[src/rtl/cpu_pkg.sv]
// -----------------------------------------------------------------------------
// cpu_pkg
// Shared definitions for the fetch-side instruction SRAM bridge.
//   state_t           : bridge FSM state encoding (IDLE / REQ / RESP)
//   RESET_PC          : first fetch address after reset
//   TIMEOUT_DEFAULT   : default cycles to wait for mem_ack before a bus error
//   ERR_INST_DEFAULT  : default instruction word returned on a timeout
// -----------------------------------------------------------------------------
package cpu_pkg;

    typedef enum logic [1:0] {
        IDLE = 2'd0,
        REQ  = 2'd1,
        RESP = 2'd2
    } state_t;

    localparam logic [31:0] RESET_PC         = 32'hbfc00000;
    localparam int unsigned TIMEOUT_DEFAULT  = 64;
    localparam logic [31:0] ERR_INST_DEFAULT = 32'h00000000;

endpackage

[src/rtl/inst_fetch_buf.sv]
// -----------------------------------------------------------------------------
// inst_fetch_buf
// One-entry instruction buffer: a single {word address, instruction} pair.
//   clk            in   clock
//   resetn         in   synchronous active-low reset; invalidates the entry
//   i_lookup_word  in   word address (byte addr [31:2]) to compare
//   o_hit          out  combinational: entry valid and addresses match
//   o_data         out  buffered instruction word
//   i_fill         in   write the entry this edge
//   i_fill_word    in   word address to store
//   i_fill_data    in   instruction word to store
// -----------------------------------------------------------------------------
module inst_fetch_buf (
    input  logic        clk,
    input  logic        resetn,
    input  logic [29:0] i_lookup_word,
    output logic        o_hit,
    output logic [31:0] o_data,
    input  logic        i_fill,
    input  logic [29:0] i_fill_word,
    input  logic [31:0] i_fill_data
);

    logic        r_valid;
    logic [29:0] r_word;
    logic [31:0] r_data;

    always_ff @(posedge clk) begin
        if (!resetn) begin
            r_valid <= 1'b0;
            r_word  <= '0;
            r_data  <= '0;
        end else if (i_fill) begin
            r_valid <= 1'b1;
            r_word  <= i_fill_word;
            r_data  <= i_fill_data;
        end
    end

    assign o_hit  = r_valid && (r_word == i_lookup_word);
    assign o_data = r_data;

endmodule

[src/rtl/inst_sram_bridge.sv]
// -----------------------------------------------------------------------------
// inst_sram_bridge
// Responder side of the fetch-stage instruction SRAM interface. Hits in the
// one-entry buffer return in one cycle; misses go to a variable-latency
// backing memory over mem_req/mem_ack while inst_sram_stall holds fetch.
// A miss that sees no ack within TIMEOUT cycles returns ERR_INST with err.
//   clk, resetn        clock, synchronous active-low reset
//   inst_sram_en       fetch request valid
//   inst_sram_addr     fetch byte address (bits [1:0] ignored)
//   inst_sram_rdata    instruction word (valid with rvalid)
//   inst_sram_rvalid   rdata valid for the last accepted address
//   inst_sram_stall    registered, high while a miss is outstanding
//   inst_sram_err      one-cycle pulse with rvalid after a timeout
//   mem_req/mem_addr   backing memory read request, held until ack
//   mem_ack/mem_rdata  backing memory read completion and data
// -----------------------------------------------------------------------------
module inst_sram_bridge
    import cpu_pkg::*;
#(
    parameter int unsigned TIMEOUT  = TIMEOUT_DEFAULT,
    parameter logic [31:0] ERR_INST = ERR_INST_DEFAULT
) (
    input  logic        clk,
    input  logic        resetn,
    input  logic        inst_sram_en,
    input  logic [31:0] inst_sram_addr,
    output logic [31:0] inst_sram_rdata,
    output logic        inst_sram_rvalid,
    output logic        inst_sram_stall,
    output logic        inst_sram_err,
    output logic        mem_req,
    output logic [31:0] mem_addr,
    input  logic        mem_ack,
    input  logic [31:0] mem_rdata
);

    localparam int unsigned CNT_W = $clog2(TIMEOUT + 1);

    state_t             r_state;
    state_t             w_state_nxt;
    logic [31:0]        r_rdata;
    logic               r_rvalid;
    logic               r_err;
    logic               r_mem_req;
    logic [29:0]        r_mem_word;
    logic [CNT_W-1:0]   r_cnt;

    logic [31:0]        w_rdata_nxt;
    logic               w_rvalid_nxt;
    logic               w_err_nxt;
    logic               w_mem_req_nxt;
    logic [29:0]        w_mem_word_nxt;
    logic [CNT_W-1:0]   w_cnt_nxt;
    logic               w_fill;

    logic               w_hit;
    logic [31:0]        w_buf_data;
    logic               w_timeout;
    logic               w_unused_addr_lsb;

    assign w_unused_addr_lsb = ^inst_sram_addr[1:0];
    assign w_timeout         = (r_cnt == CNT_W'(TIMEOUT - 1));

    inst_fetch_buf u_buf (
        .clk           (clk),
        .resetn        (resetn),
        .i_lookup_word (inst_sram_addr[31:2]),
        .o_hit         (w_hit),
        .o_data        (w_buf_data),
        .i_fill        (w_fill),
        .i_fill_word   (r_mem_word),
        .i_fill_data   (mem_rdata)
    );

    // State register; the interface outputs are registered alongside it so
    // none of them has a combinational path from the fetch inputs.
    always_ff @(posedge clk) begin
        if (!resetn) begin
            r_state    <= IDLE;
            r_rdata    <= '0;
            r_rvalid   <= 1'b0;
            r_err      <= 1'b0;
            r_mem_req  <= 1'b0;
            r_mem_word <= '0;
            r_cnt      <= '0;
        end else begin
            r_state    <= w_state_nxt;
            r_rdata    <= w_rdata_nxt;
            r_rvalid   <= w_rvalid_nxt;
            r_err      <= w_err_nxt;
            r_mem_req  <= w_mem_req_nxt;
            r_mem_word <= w_mem_word_nxt;
            r_cnt      <= w_cnt_nxt;
        end
    end

    // Next-state logic
    always_comb begin
        w_state_nxt = r_state;
        case (r_state)
            IDLE, RESP: begin
                if (inst_sram_en) begin
                    w_state_nxt = w_hit ? RESP : REQ;
                end else begin
                    w_state_nxt = IDLE;
                end
            end
            REQ: begin
                if (mem_ack || w_timeout) begin
                    w_state_nxt = RESP;
                end
            end
            default: w_state_nxt = IDLE;
        endcase
    end

    // Output logic: next values of the registered outputs and buffer fill
    always_comb begin
        w_rdata_nxt    = r_rdata;
        w_rvalid_nxt   = 1'b0;
        w_err_nxt      = 1'b0;
        w_mem_req_nxt  = r_mem_req;
        w_mem_word_nxt = r_mem_word;
        w_cnt_nxt      = r_cnt;
        w_fill         = 1'b0;
        case (r_state)
            IDLE, RESP: begin
                w_mem_req_nxt = 1'b0;
                if (inst_sram_en) begin
                    if (w_hit) begin
                        w_rdata_nxt  = w_buf_data;
                        w_rvalid_nxt = 1'b1;
                    end else begin
                        w_mem_req_nxt  = 1'b1;
                        w_mem_word_nxt = inst_sram_addr[31:2];
                        w_cnt_nxt      = '0;
                    end
                end
            end
            REQ: begin
                if (mem_ack) begin
                    w_mem_req_nxt = 1'b0;
                    w_rdata_nxt   = mem_rdata;
                    w_rvalid_nxt  = 1'b1;
                    w_fill        = 1'b1;
                end else if (w_timeout) begin
                    // Error word is returned but never cached.
                    w_mem_req_nxt = 1'b0;
                    w_rdata_nxt   = ERR_INST;
                    w_rvalid_nxt  = 1'b1;
                    w_err_nxt     = 1'b1;
                end else if (r_cnt != '1) begin
                    w_cnt_nxt = r_cnt + CNT_W'(1);
                end
            end
            default: begin
                w_mem_req_nxt = 1'b0;
            end
        endcase
    end

    assign inst_sram_stall  = (r_state == REQ);
    assign inst_sram_rdata  = r_rdata;
    assign inst_sram_rvalid = r_rvalid;
    assign inst_sram_err    = r_err;
    assign mem_req          = r_mem_req;
    assign mem_addr         = {r_mem_word, 2'b00};

endmodule

[config.mk]
export PLATFORM = sky130hd
export DESIGN_NAME = inst_sram_bridge
export DESIGN_NICKNAME = d
export VERILOG_FILES = /design/src/rtl/cpu_pkg.sv /design/src/rtl/inst_fetch_buf.sv /design/src/rtl/inst_sram_bridge.sv
export SDC_FILE = /design/constraint.sdc
export NUM_CORES = 1
export LEC_CHECK = 0
export ABC_AREA = 1
export BUFFER_PORTS_ARGS = -buffer_cell sky130_fd_sc_hd__buf_4
export CAP_MARGIN = 20
export CORE_MARGIN = 2
export CORE_UTILIZATION = 49
export DETAILED_ROUTE_END_ITERATION = 16
export PLACE_DENSITY = 0.81
export SYNTH_ARGS = -nofsm -noshare
export SYNTH_HDL_FRONTEND = slang
export SYNTH_SLANG_ARGS = --single-unit
[constraint.sdc]
create_clock -name clk -period 2.9 [get_ports clk]
set_clock_uncertainty 0.05 [all_clocks]
set_input_delay 0.58 -clock clk [delete_from_list [all_inputs] [get_ports clk]]
set_output_delay 0.58 -clock clk [all_outputs]
set_load 0.02 [all_outputs]
* Word-level counts from Yosys, hierarchy flattened
Index checks and enable logic that the tools add are counted.
** Storage, ports and cells
- Flip-flop bits (word level) :: 137
- Bits of input ports :: 68
- Output and inout port bits :: 68
** Cells by class
- Add/subtract/negate cells :: 1
- Equality and inequality tests :: 13
- Multiplexer cells :: 27
- Bitwise logic cells :: 3
- Reductions and logical operators :: 9
** Operators with widths (count)
- 32-bit two-way mux :: 4
- 32-bit case mux with 2 select lines :: 1
- 7-bit two-way mux :: 5
- 30-bit equality test :: 1
- 7-bit case mux with 2 select lines :: 1
- 1-bit two-way mux :: 10
- 2-bit inequality test, second input constant :: 5
- 7-bit by 1-bit adder with 7-bit output, second input constant :: 1
- 7-bit by 6-bit equality test with 1-bit output, second input constant :: 1
- 7-bit inequality test, second input constant :: 1
- 2-bit two-way mux :: 3
- 6-bit AND reduction :: 1
- 2-bit by 1-bit inequality test with 1-bit output, second input constant :: 2
- 1-bit case mux with 2 select lines :: 2
- 2-bit case mux with 2 select lines :: 1
- 4-bit AND reduction :: 1
- 3-bit by 1-bit inequality test with 1-bit output, second input constant :: 1
- 1-bit inverter :: 3
- 3-bit AND reduction :: 1
- 3-bit OR reduction :: 1
- 2-bit by 1-bit equality test with 1-bit output, second input constant :: 1
- 2-bit equality test, second input constant :: 1
- 2-bit zero test :: 1
- 2-bit nonzero test :: 1
- other kinds (3) :: 3

* Logic depth before layout (Yosys ltp)
- Depth in word-level cells :: 5
- Gate-level depth with buffers :: 14
- Depth with buffers taken out :: 13

* Cells and area by module
Synthesis repeated with hierarchy kept, for this count alone.
** Unflattened totals
- Cell total of the unflattened synthesis :: 979
- Area, all modules :: 6565.0 µm²
** By module, submodules not included
- inst_sram_bridge :: times used 1, cells each 567, area an instance 3746.1 µm², seq. area each 1481.4 µm²
- inst_fetch_buf :: times used 1, cells each 412, area an instance 2819.0 µm², seq. area each 1261.2 µm²

* Least setup slack after synthesis
No wires, ideal clock.
- Path kind :: input to register
- From :: input port inst_sram_addr[10]
- To :: register r_rdata[0] (netlist: inst_sram_rdata[0])
- Data arrival time :: 1.666 ns
- Setup slack :: 1.069 ns
- Cell stages on the path :: 10
- Path buffers :: 2
- Cells stage by stage :: xnor2_1 > nand2_1 > nor2_1 > nand2_1 > nor2_1 > nand3_1 > buf_4 > buf_2 > a21oi_1 > nor2_1
** Between the ends
- Cells in the longest elaborated chain, start to end :: 4
** RTL lines
- start, declared :: line inst_sram_bridge.sv:26 : input logic [31:0] inst_sram_addr,
- 30-bit equality test :: line inst_fetch_buf.sv:40 : assign o_hit = r_valid && (r_word == i_lookup_word);
- 1-bit logical AND :: line inst_fetch_buf.sv:40
- 2-bit inequality test (no source line)
- 4-bit AND reduction (no source line)
- end signal, assigned :: line inst_sram_bridge.sv:88 : r_rdata <= w_rdata_nxt;
- end, declared :: line inst_sram_bridge.sv:41 : logic [31:0] r_rdata;
Every way passes these cells.
A chain may end at the register's enable or synchronous reset.

* Final worst setup path
- From :: register r_cnt[0]
- To :: register r_rdata[31] (netlist: inst_sram_rdata[31])
** Between the ends
- Cells in the longest elaborated chain, start to end :: 3
** RTL lines
- start, declared :: line inst_sram_bridge.sv:46 : logic [CNT_W-1:0] r_cnt;
- start signal, assigned :: line inst_sram_bridge.sv:93 : r_cnt <= w_cnt_nxt;
- 7-bit by 6-bit equality test with 1-bit output :: line inst_sram_bridge.sv:62 : assign w_timeout = (r_cnt == CNT_W'(TIMEOUT - 1));
- 3-bit by 1-bit inequality test with 1-bit output (no source line)
- 4-bit AND reduction (no source line)
Every way passes these cells.

==> results.py <==
metrics = {
    "outcome": {
        "outcome": "finished clean",
    },
    "detailed_routing": {
        "wire_per_inst_um": 12.6,
        "final_antenna_net_count": 0,
        "drc": 0,
        "routed_via_density": 4.97,
        "dr.pass1.iters": 6,
        "wl_mm": 17.1,
        "drt_iter0_markers": 530,
        "vias": 6755,
    },
    "layout": {
        "nNetsFinal": 1240,
        "syn2layout_area_growth_pct": 24.2,
        "postLayoutCoreUtil": 0.630,
        "finalInstanceArea_mm2": 0.00841,
        "drive_gt1_frac": 0.171,
        "instances_no_fill": 1360,
        "antennaDiodeCount": 0,
    },
    "clocking": {
        "cts.sinks": 137,
        "ctsResizeCount": 0,
        "cts_setup_buffers": 0,
        "cts_buffers": 17,
        "cts_tree": "built",
        "worstSkewPairLatency_ns": 0.42,
        "path_clk_slew_ns": 0.06,
        "clock_path_buffers": 2,
        "hold_buffers": 0,
        "htree_levels": 4,
        "cts_root_buffer": "clkbuf_16",
    },
    "timing": {
        "tightestPinTransition_ns": 0.661,
        "period_share": 0.673,
        "fin_ws_ns": 0.947,
        "period_needed_ns": 1.95,
        "maxSlewHeadroom": 0.559,
        "max_clock_freq_mhz": 512,
        "whs_ns": 0.311,
        "hold_viol_final": 0,
        "finalSetupTns_ns": 0,
        "finalSetupViolations": 0,
        "rsz0062_at_grt": "false",
        "slew_viol_final": 0,
    },
    "worst_hold_path": {
        "hold_path.class": "primary input to register",
        "hold_depth": 2,
        "hp-start": "mem_ack",
        "whs_endpoint": "inst_sram_err$_SDFF_PP0_",
    },
    "global_route": {
        "grt_usage": 0.237,
        "antenna_found_initial": 0,
        "gr-total-overflow": 0,
        "grt_pass1_vias": 6170,
        "grt_pass1_wl_mm": 28.0,
        "grt_start_max_net_pins": 70,
    },
    "setup_path": {
        "crit_fanout": 65,
        "worstSetupEndpointType": "register",
        "worstReg2RegStart": "r_cnt[0]$_SDFFE_PN0P_",
        "worstSetupPathType": "register to register",
        "rr_worst_depth": 9,
        "r2r_slack_ns": 0.95,
        "arrival_ns": 2.22,
        "r2r_end": "inst_sram_rdata[31]$_SDFFE_PN0P_",
        "worst_ep_required_time_ns": 3.16,
        "start_kind": "register",
    },
    "yosys": {
        "ys_top_cells_by_count": "nand2_1 (350), inv_1 (177), dfxtp_1 (137), a21oi_1 (94), nor2_1 (93)",
        "yosysWarnings": 0,
        "synth_top_area_share": 0.405,
        "synthCells": 1068,
        "netlist.top_cell.by_area": "dfxtp_1",
        "synthTopCellsByArea": "dfxtp_1 (40%), nand2_1 (19%), inv_1 (9.8%), a21oi_1 (6.9%), nor2_1 (5.2%)",
        "synth_area_mm2": 0.00678,
        "ys_ff_latch": 137,
        "synth_most_common_cell": "nand2_1",
        "synth_ff_type": "dfxtp_1",
        "synth_edf_count": 0,
        "synth-seq-area-share": 0.405,
        "synthDistinctLibCells": 25,
        "syn_area_per_cell_um2": 6.34,
        "ys_async_sr_fraction": 0,
    },
    "floorplan": {
        "io_pins": 136,
        "die-area_mm2": 0.0148,
        "rows": 42,
        "core_mm2": 0.0133,
        "die_y_um": 122,
        "initial_core_util": 0.508,
        "dieWidth_um": 122,
    },
    "place": {
        "place_ws_ns": 0.688,
        "place_area_mm2": 0.00782,
        "post-dp-hpwl_mm": 11.0,
        "place.port_buffers": 131,
        "dp.cells": 1328,
        "gp_congestion": 0.865,
    },
    "power_and_ir_drop": {
        "ir_worst_vdd_mv": 0.354,
        "p_total_mw": 5.10,
        "power_density_mw_per_mm2": 606,
        "p_leak_nw": 4.38,
    },
    "flow_run": {
        "cap_violations": 0,
    },
}
power by group:
group          switching, mW  internal (mW)
logic                  0.514          0.340
registers             0.0798           2.01
clock network          0.826           1.33
routing by layer:
metal | vias to the layer above | routed length, um | global-route usage
met5 | - | 0 | 0
met4 | 0 | 275 | 0.0898
met3 | 32 | 1240 | 0.0688
met2 | 221 | 8270 | 0.404
met1 | 3032 | 7360 | 0.283
li1 | 3470 | - | -
final cells by class:
| cell class | count | area [um2] |
|---|---|---|
| inverter | 182 | 683 |
| clock buffer | 21 | 470 |
| clock inverter | 11 | 121 |
| multi-input combinational | 688 | 3060 |
| tap | 176 | 220 |
| fill | 1188 | 4930 |
| sequential | 137 | 2740 |
| timing repair buffer | 145 | 1110 |
critical path, stage by stage (launching register included):
cell and delay (ns):
dfxtp_1 0.37, ha_1 0.22, nand4_1 0.13, nor2_1 0.18, nand2_1 0.14, o21ai_4 0.19
inv_2 0.09, buf_12 0.21, a21oi_1 0.19, nor2_1 0.06
worst max path at each step:
stage / to / startpoint / cells past startpoint / slack (ns)
finish: inst_sram_rdata[31]$_SDFFE_PN0P_ / r_cnt[0]$_SDFFE_PN0P_ / 9 / 0.95
global route: inst_sram_rdata[29]$_SDFFE_PN0P_ / r_cnt[0]$_SDFFE_PN0P_ / 9 / 0.70
CTS: inst_sram_rdata[31]$_SDFFE_PN0P_ / r_cnt[0]$_SDFFE_PN0P_ / 9 / 0.94
detailed placement: r_cnt[0]$_SDFFE_PN0P_ / inst_sram_addr[8] / 9 / 0.69
global placement: r_mem_word[17]$_SDFFE_PN0P_ / inst_sram_addr[10] / 12 / 0.74
floorplan: inst_sram_rdata[0]$_SDFFE_PN0P_ / inst_sram_addr[10] / 10 / 1.07
cell families (layout without fill, tap and decap cells):
family | after synthesis | in the layout | synth area share
XOR/XNOR | 4 | 4 | 0.00517
flip-flops | 137 | 137 | 0.405
adder cells (fa/ha/maj) | 1 | 1 | 0.00185
AO/OA/AOI/OAI | 145 | 145 | 0.118
AND/OR/NAND/NOR | 536 | 536 | 0.324
buffers and inverters | 244 | 359 | 0.146
other | 1 | 2 | 0.000553
sequential cells by signal, indices dropped and copies added (netlist names):
register	flops
inst_sram_err	1
u_buf.r_word	30
inst_sram_rdata	32
r_cnt	7
inst_sram_rvalid	1
r_mem_word	30
u_buf.r_valid	1
r_state	2
mem_req	1
u_buf.o_data	32
layout by cell type (no fill, tap or decap):
cell type   Yosys  layout
clkinv_4        0       3
bufinv_16       0       2
nor3_1          1       1
a21oi_2        16      16
o21ai_0        34      34
clkinv_2        0       4
nand4_1        35      35
inv_1         177     177
nand3_2         0       1
nand2_1       350     350
clkinvlp_4      0       2
nor2_8          1       1
nor4_1          1       1
or2_2           1       1
clkbuf_16       0      17
nor2_1         93      92
buf_4           5     143
xnor2_1         4       4
clkbuf_8        0       3
ha_1            1       1
dfxtp_1       137     137
inv_2           5       5
clkbuf_1       34       1
o21ai_4         1       1
buf_12          0       2
nand3_1        52      51
conb_1          1       2
and2_1          1       1
nor2_4          1       2
a21oi_1        94      94
(Power assumes the default switching activity.)
